==> src/rtl/busca_quadrante_param.sv <==
// busca_quadrante_param: nearest-target search over the occupancy grid.
// Scans one quadrant around (pos_x,pos_y) in square rings of growing radius,
// one cell per cycle through a 1-cycle-latency memory port, and reports the
// Manhattan-closest cell equal to ValorAlvo found in the first ring that has one.
// Optional feature macro: BUSCA_ESTATISTICA_EN adds the celulas_lidas read counter.
//
// state | meaning
// IDLE  | waiting for start
// SCAN  | issuing the cells of the current ring, one per cycle
// DRAIN | last read of the ring is being compared
// EVAL  | decide: finish, or move on to the next ring
// DONE  | one-cycle done pulse
module busca_quadrante_param #(
  parameter int         TamanhoMalha     = 20,
  parameter int         tamanhoDistancia = 8,
  parameter logic [1:0] ValorAlvo        = 2'd3,
  parameter int         RaioMax          = TamanhoMalha - 1,
  parameter int         AW               = $clog2(TamanhoMalha * TamanhoMalha)
) (
  input  logic                        clock,
  input  logic                        reset,
  input  logic                        start,
  input  logic                        abort,
  input  logic [1:0]                  quadrante,
  input  logic [tamanhoDistancia-1:0] pos_x,
  input  logic [tamanhoDistancia-1:0] pos_y,
  output logic                        mem_rd,
  output logic [AW-1:0]               mem_addr,
  input  logic [1:0]                  mem_data,
  output logic                        busy,
  output logic                        done,
  output logic                        found,
  output logic [tamanhoDistancia-1:0] best_dist,
  output logic [tamanhoDistancia-1:0] best_x,
  output logic [tamanhoDistancia-1:0] best_y,
  output logic [tamanhoDistancia-1:0] raio_atual
`ifdef BUSCA_ESTATISTICA_EN
  ,
  output logic [15:0]                 celulas_lidas
`endif
);

  localparam int W  = tamanhoDistancia;
  // two extra bits: one for the sign of x-dx / y-dy, one for the carry of x+dx
  localparam int CW = W + 2;
  localparam logic [W-1:0]  UM         = 1;
  localparam logic [W-1:0]  RAIO_MAX_W = W'(RaioMax);
  localparam logic [CW-1:0] LADO_C     = CW'(TamanhoMalha);

  // the "no result yet" value (all ones) must stay above every reachable distance
  if (2 * RaioMax >= (1 << tamanhoDistancia) - 1) begin : g_raio_chk
    $error("busca_quadrante_param: 2*RaioMax does not fit tamanhoDistancia");
  end

  typedef enum logic [2:0] {S_IDLE, S_SCAN, S_DRAIN, S_EVAL, S_DONE} state_t;
  state_t state, state_nxt;

  logic [1:0]    quad;
  logic [W-1:0]  ox, oy, dx, dy;
  logic          ring_any_in;
  logic          cmp_valid;
  logic [W-1:0]  cmp_dist, cmp_x, cmp_y;
  logic [CW-1:0] cx, cy;
  logic          in_grid, ring_end, hit;
  logic [AW-1:0] addr_calc;

  // current cell coordinates, grid bounds test and compare-stage hit
  always_comb begin
    cx        = quad[0] ? ({2'b00, ox} + {2'b00, dx}) : ({2'b00, ox} - {2'b00, dx});
    cy        = quad[1] ? ({2'b00, oy} - {2'b00, dy}) : ({2'b00, oy} + {2'b00, dy});
    in_grid   = !cx[CW-1] && !cy[CW-1] && (cx < LADO_C) && (cy < LADO_C);
    addr_calc = AW'(32'(cy[W-1:0]) * 32'(TamanhoMalha) + 32'(cx[W-1:0]));
    // radius is at least 1, so dy reaches 0 only at the bottom of the dx=r column
    ring_end  = (dy == '0);
    hit       = cmp_valid && (mem_data == ValorAlvo) && (cmp_dist < best_dist);
  end

  // state register
  always_ff @(posedge clock or posedge reset) begin
    if (reset) state <= S_IDLE;
    else       state <= state_nxt;
  end

  // next-state logic; abort wins over everything outside IDLE
  always_comb begin
    state_nxt = state;
    if (abort && state != S_IDLE) begin
      state_nxt = S_IDLE;
    end else begin
      case (state)
        S_IDLE:  if (start && !abort) state_nxt = S_SCAN;
        S_SCAN:  if (ring_end) state_nxt = S_DRAIN;
        S_DRAIN: state_nxt = S_EVAL;
        S_EVAL:  if (found || raio_atual == RAIO_MAX_W || !ring_any_in) state_nxt = S_DONE;
                 else state_nxt = S_SCAN;
        S_DONE:  state_nxt = S_IDLE;
        default: state_nxt = S_IDLE;
      endcase
    end
  end

  // outputs decoded from state; out-of-grid cells cost a cycle but no read
  always_comb begin
    mem_rd   = (state == S_SCAN) && in_grid && !abort;
    mem_addr = mem_rd ? addr_calc : '0;
    busy     = (state == S_SCAN) || (state == S_DRAIN) || (state == S_EVAL);
    done     = (state == S_DONE);
  end

  // datapath: request latch, ring walk, compare stage and best-result registers
  always_ff @(posedge clock or posedge reset) begin
    if (reset) begin
      quad        <= '0;
      ox          <= '0;
      oy          <= '0;
      dx          <= '0;
      dy          <= '0;
      ring_any_in <= 1'b0;
      cmp_valid   <= 1'b0;
      cmp_dist    <= '0;
      cmp_x       <= '0;
      cmp_y       <= '0;
      found       <= 1'b0;
      best_dist   <= '0;
      best_x      <= '0;
      best_y      <= '0;
      raio_atual  <= '0;
    end else begin
      cmp_valid <= mem_rd;
      cmp_dist  <= dx + dy;
      cmp_x     <= cx[W-1:0];
      cmp_y     <= cy[W-1:0];
      // strict compare keeps the first cell in scan order on ties
      if (hit) begin
        best_dist <= cmp_dist;
        best_x    <= cmp_x;
        best_y    <= cmp_y;
        found     <= 1'b1;
      end
      case (state)
        S_IDLE: begin
          if (start && !abort) begin
            quad        <= quadrante;
            ox          <= pos_x;
            oy          <= pos_y;
            best_dist   <= '1;
            found       <= 1'b0;
            raio_atual  <= UM;
            dx          <= '0;
            dy          <= UM;
            ring_any_in <= 1'b0;
          end
        end
        S_SCAN: begin
          if (!abort) begin
            if (mem_rd) ring_any_in <= 1'b1;
            // top row dy=r left to right, then column dx=r downwards
            if (dy == raio_atual && dx < raio_atual) dx <= dx + UM;
            else if (dy != '0)                      dy <= dy - UM;
          end
        end
        S_EVAL: begin
          if (state_nxt == S_SCAN) begin
            raio_atual  <= raio_atual + UM;
            dx          <= '0;
            dy          <= raio_atual + UM;
            ring_any_in <= 1'b0;
          end
        end
        default: ;
      endcase
    end
  end

`ifdef BUSCA_ESTATISTICA_EN
  // read-strobe counter for the current search, saturating
  always_ff @(posedge clock or posedge reset) begin
    if (reset) begin
      celulas_lidas <= '0;
    end else if (state == S_IDLE && start && !abort) begin
      celulas_lidas <= '0;
    end else if (mem_rd && celulas_lidas != 16'hFFFF) begin
      celulas_lidas <= celulas_lidas + 16'd1;
    end
  end
`endif

endmodule

==> config.mk <==
export PLATFORM = sky130hd
export DESIGN_NAME = busca_quadrante_param
export DESIGN_NICKNAME = d
export VERILOG_FILES = /design/src/rtl/busca_quadrante_param.sv
export SDC_FILE = /design/constraint.sdc
export NUM_CORES = 1
export LEC_CHECK = 0
export CAP_MARGIN = 20
export CORE_MARGIN = 5
export CORE_UTILIZATION = 62
export DETAILED_ROUTE_END_ITERATION = 8
export GPL_TIMING_DRIVEN = 1
export MAX_ROUTING_LAYER = met4
export PLACE_DENSITY = 0.95
export SETUP_SLACK_MARGIN = 0.5
export SLEW_MARGIN = 20
export SYNTH_ARGS = -nofsm -noshare
export SYNTH_HDL_FRONTEND = slang
export SYNTH_SLANG_ARGS = --single-unit
==> constraint.sdc <==
create_clock -name clock -period 11.77 [get_ports clock]
set_input_delay 3.531 -clock clock [delete_from_list [all_inputs] [get_ports clock]]
set_output_delay 3.531 -clock clock [all_outputs]
set_load 0.005 [all_outputs]
**Word level (Yosys, flattened, before mapping)**

Index checks and enable logic that the tools add are counted.

- Register bits: 96
- Input bits: 24
- Output and inout bits: 45
- Logic and storage cells: 105

- $add $sub $neg: 9
- Multiply operators: 1
- Order comparisons: 4
- Eq/ne operators: 15
- Muxes and demuxes: 31
- Reductions and logical operators: 29

Operators by type and width:

| operator | number |
|---|---|
| two-way mux 8 bit | 12 |
| one-hot mux 8 bit (3 select lines) | 2 |
| < comparator 10 x 5 -> 1 bit, second input constant | 2 |
| two-way mux 10 bit | 2 |
| adder 8 x 8 -> 9 bit | 2 |
| subtractor 8 x 8 -> 9 bit | 2 |
| adder 8 x 1 -> 8 bit, second input constant | 2 |
| < comparator 8 bit | 2 |
| one-hot mux 8 bit (2 select lines) | 1 |
| two-way mux 3 bit | 4 |
| one-hot mux 3 bit (4 select lines) | 1 |
| logical AND 1 bit | 10 |
| AND reduction 5 bit | 2 |
| adder 9 x 8 -> 9 bit | 1 |
| two-way mux 9 bit | 1 |
| adder 8 bit | 1 |
| == test 8 x 5 -> 1 bit, second input constant | 1 |
| == test 8 bit | 1 |
| logical NOT 8 bit | 1 |
| multiplier 8 x 3 -> 7 bit, second input constant | 1 |
| != test 2 bit, second input constant | 4 |
| nonzero test 8 bit | 1 |
| subtractor 8 x 1 -> 8 bit, second input constant | 1 |
| two-way mux 1 bit | 7 |
| other kinds (14) | 25 |

**Longest topological paths before layout**

- Depth after elaboration: 11
- Gate-level depth with buffers: 19
- Mapped depth without buffers: 19

**Least setup slack after synthesis**

No wires, ideal clock.

- Path type: input port to output port
- Start: input abort
- End: output mem_addr[4]
- Data arrival time: 4.639 ns
- Data required time: 8.239 ns
- Slack: 3.600 ns
- Cell stages on the path: 6
- Buffers on the path: 2
- Cells stage by stage: buf_2 > nor3_1 > nand4b_1 > or4_4 > buf_6 > nor2_1

- Cells in the longest elaborated chain, start to end: 3

RTL lines:

| what | RTL line | source |
|---|---|---|
| from (decl) | 23 | `input logic abort,` |
| logical NOT 1 bit | n/a |  |
| logical AND 1 bit | 104 | `mem_rd = (state == S_SCAN) && in_grid && !abort;` |
| two-way mux 9 bit | 105 | `mem_addr = mem_rd ? addr_calc : '0;` |
| to (decl) | 28 | `output logic [AW-1:0] mem_addr,` |

Every way passes these cells.

**Worst setup path after layout**

- Start: input abort
- End: output mem_addr[1]

Same word-level chain as after synthesis.

==> impl_metrics.ini <==
[run_status]
status = complete, no violations

[routing]
wirelength_mm = 16.4
dr.first_iter.drc_count = 457
drc = 0
vias = 5425
ant_nets = 0
first_pass_iters = 5
vias_per_cell = 6.19
post_drt_wl_per_cell_um = 18.7

[clocking]
htreeDepth = 3
cts-buffers-inserted = 9
cts_hold_buf = 0
cts_sinks = 96
clk_pin_slew_ns = 0.09
post_cts_buffers = 0
root_buffer = clkbuf_8
cts_resized = 0
cts_tree = built
insertion_delay_ns = 0.38
clockBufferDepth = 2

[finish]
areaGrowthSynthToFinish_pct = 15.4
fin_area_um2 = 7330
most-common-layout-cells = dfrtp_1, nand2_1, ha_1, clkdlybuf4s50_1, nor2_1
final_core_util = 0.723
layoutNonFillerInstCount = 877
layout_commonest_cell = dfrtp_1
nets = 836
num_antenna_cells = 0
fillers = 733
drive_above_1_share = 0.0702

[critical_path]
critPathMaxFanout = 11
crit_slowest_cell = clkdlybuf4s50_1
r2r_start = dx[3]
required_ns = 8.24
critPathMaxStageDelay_ns = 0.60
path_cells = clkdlybuf4s50_1 -> nor3_1 -> nand4b_1 -> or4_4 -> nor2b_1 -> clkdlybuf4s50_1
crit_start = abort
crit_top_cell = clkdlybuf4s50_1
critPathKind = input pin to output port
end_kind = output port
crit_path_start_kind = input pin
critPathArrivalTime_ns = 5.81

[timing]
rsz0062_at_grt = false
fin_crit_sh = 0.793
worst_pin_slew_ns = 0.767
finClkSkew_ns = 0.0116
fin_crit_ns = 9.34
hold_violations = 0
slew_headroom = 0.484
fin_tns_setup_ns = 0
max_freq_mhz = 107
setup_viol = 0
drv_slew = 0

[synth]
synth_area_per_cell_um2 = 9.34
synthArstFlopShare = 1.00
synth.top_cell.area_share = 0.378
yosysSeqAreaShare = 0.378
synth-edff-count = 0
ys.flop_type = dfrtp_1
synth_cell_types = 65
yosysTopAreaCell = dfrtp_1
synth_seq_cells = 96
synthesis.area_um2 = 6350
synth_area_leaders = dfrtp_1, ha_1, xnor2_1, nand2_1, nor2_1
synth_cells = 680
synth_nets = 780
ys_warn_count = 0

[pwr]
power_frac_comb = 0.645
switching_share = 0.458
power_switching_mw = 1.04
powerDensity_nw_per_um2 = 308
p_leak_nw = 3.47
ir_drop_mv = 0.218
internal_power_mw = 1.22
sequentialPowerShare = 0.244
clockPowerShare = 0.111

[floorplanning]
dieArea_um2 = 12400
initial_core_util = 0.626
ios = 69
num_rows = 37
die_y_um = 111
core_area_um2 = 10100
die_width_um = 111

[placed_design]
dpl_cell_area_um2 = 7100
dp_cells = 861
hpwlAfterDp_mm = 12.0
gp_congestion = 0.943
port_buffers = 68

[global_routing]
grt_usage = 0.281
grt_pass1_vias = 5511
antenna_found_initial = 0
grtUsageMet3 = 0.0388
busiest_layer = met2
grt_use_met1 = 0.342
grtUsageMet2 = 0.472
grt_remaining_overflow = 0
grt_max_degree = 59
grt_pass1_wl_mm = 27.4

[job]
max_cap_viol_count = 0

[min_path]
holdCritStartpoint = cmp_y[6]
hold_class = register to register
==> cells in the mapped netlist (2+ instances only) <==
cell	n
buf_2	6
dfrtp_1	96
buf_6	2
nor2_1	63
mux2_2	19
nor3b_1	4
o21ai_0	41
nand3b_1	2
o21bai_1	5
o21ba_2	2
nor2b_1	15
nand2b_1	8
o2111ai_1	2
clkbuf_1	15
ha_1	69
o31ai_1	7
a21oi_1	37
nand4b_1	3
xnor2_1	31
mux2i_1	5
a211oi_1	3
a21o_1	10
a31oi_1	7
inv_1	56
and3_1	5
a221oi_1	2
o41ai_1	2
nor3b_2	3
nor3_1	21
fa_1	7
nand4_1	6
nor4_1	4
nand3_1	7
xor2_1	14
nand2_1	71
==> path summary, 6_finish.rpt <==
kind	endpoint	depth (start not counted)	slack, ns
worst min-delay path	best_y[6]	1	0.49
worst max-delay path	mem_addr[1]	6	2.43
max in group asynchronous	ring_any_in	3	7.04
worst max register to register	ring_any_in	10	8.20
min in group asynchronous	best_dist[3]	2	3.56
worst min register to register	best_y[6]	1	0.49
==> power groups by stage <==
stage / combinational [mW] / clock (mW) / sequential (mW)
2_1_floorplan: 1.11 / 0 / 0.507
6_report: 1.46 / 0.251 / 0.552
4_1_cts: 1.45 / 0.250 / 0.550
5_1_grt: 1.63 / 0.265 / 0.564
3_5_place_dp: 1.41 / 0 / 0.557
3_3_place_gp: 1.33 / 0 / 0.547
==> registers in the layout, indices dropped and copies added, names as in the netlist, 2 cells and up <==
register and flops:
state 3, cmp_dist 8, ox 8, oy 8, cmp_y 8, raio_atual 8, best_y 8, quad 2
dy 8, best_dist 8, dx 8, cmp_x 8, best_x 8
==> cell families (layout without fill, tap and decap cells) <==
group	after synthesis	after routing	synth area share
xor gates and xnor gates	45	45	0.0621
DFF	96	96	0.378
muxes	24	24	0.0416
buffers and inverters	81	142	0.0520
adders and majority gates	76	76	0.158
AOI/OAI and AO/OA	136	136	0.138
and+or+nand+nor	222	222	0.170
==> layout make-up <==
cell class              count  area, um2  share of cell area
inverters                  56        211              0.0288
clock inverters             5       86.3              0.0118
well taps                 136        170              0.0232
flip-flops and latches     96       2400               0.328
repair buffers             70        696              0.0949
multi-input cells         503       3620               0.494
clock buffers              11        141              0.0193
==> metal layers <==
layer | wire, um | share of wire
met3 | 909 | 0.055
met5 | 0 | 0
met4 | 602 | 0.037
met1 | 6650 | 0.41
met2 | 8250 | 0.50
==> through the flow <==
step / power [mW] / setup WS (ns) / hold slack, ns
CTS: 2.25 / 2.45 / 0.488
global placement: 1.88 / 2.56 / 0.456
finish: 2.26 / 2.43 / 0.487
global route: 2.46 / 2.33 / 0.492
detailed placement: 1.97 / 2.46 / 0.468
floorplan: 1.62 / 3.60 / 0.454
==> worst max-delay path, delay by kind of cell <==
kind | cells | cell delay, ns
simple gates | 4 | 1.13
buf+inv | 2 | 1.14
No activity file was read; power rests on OpenSTA's default activity.
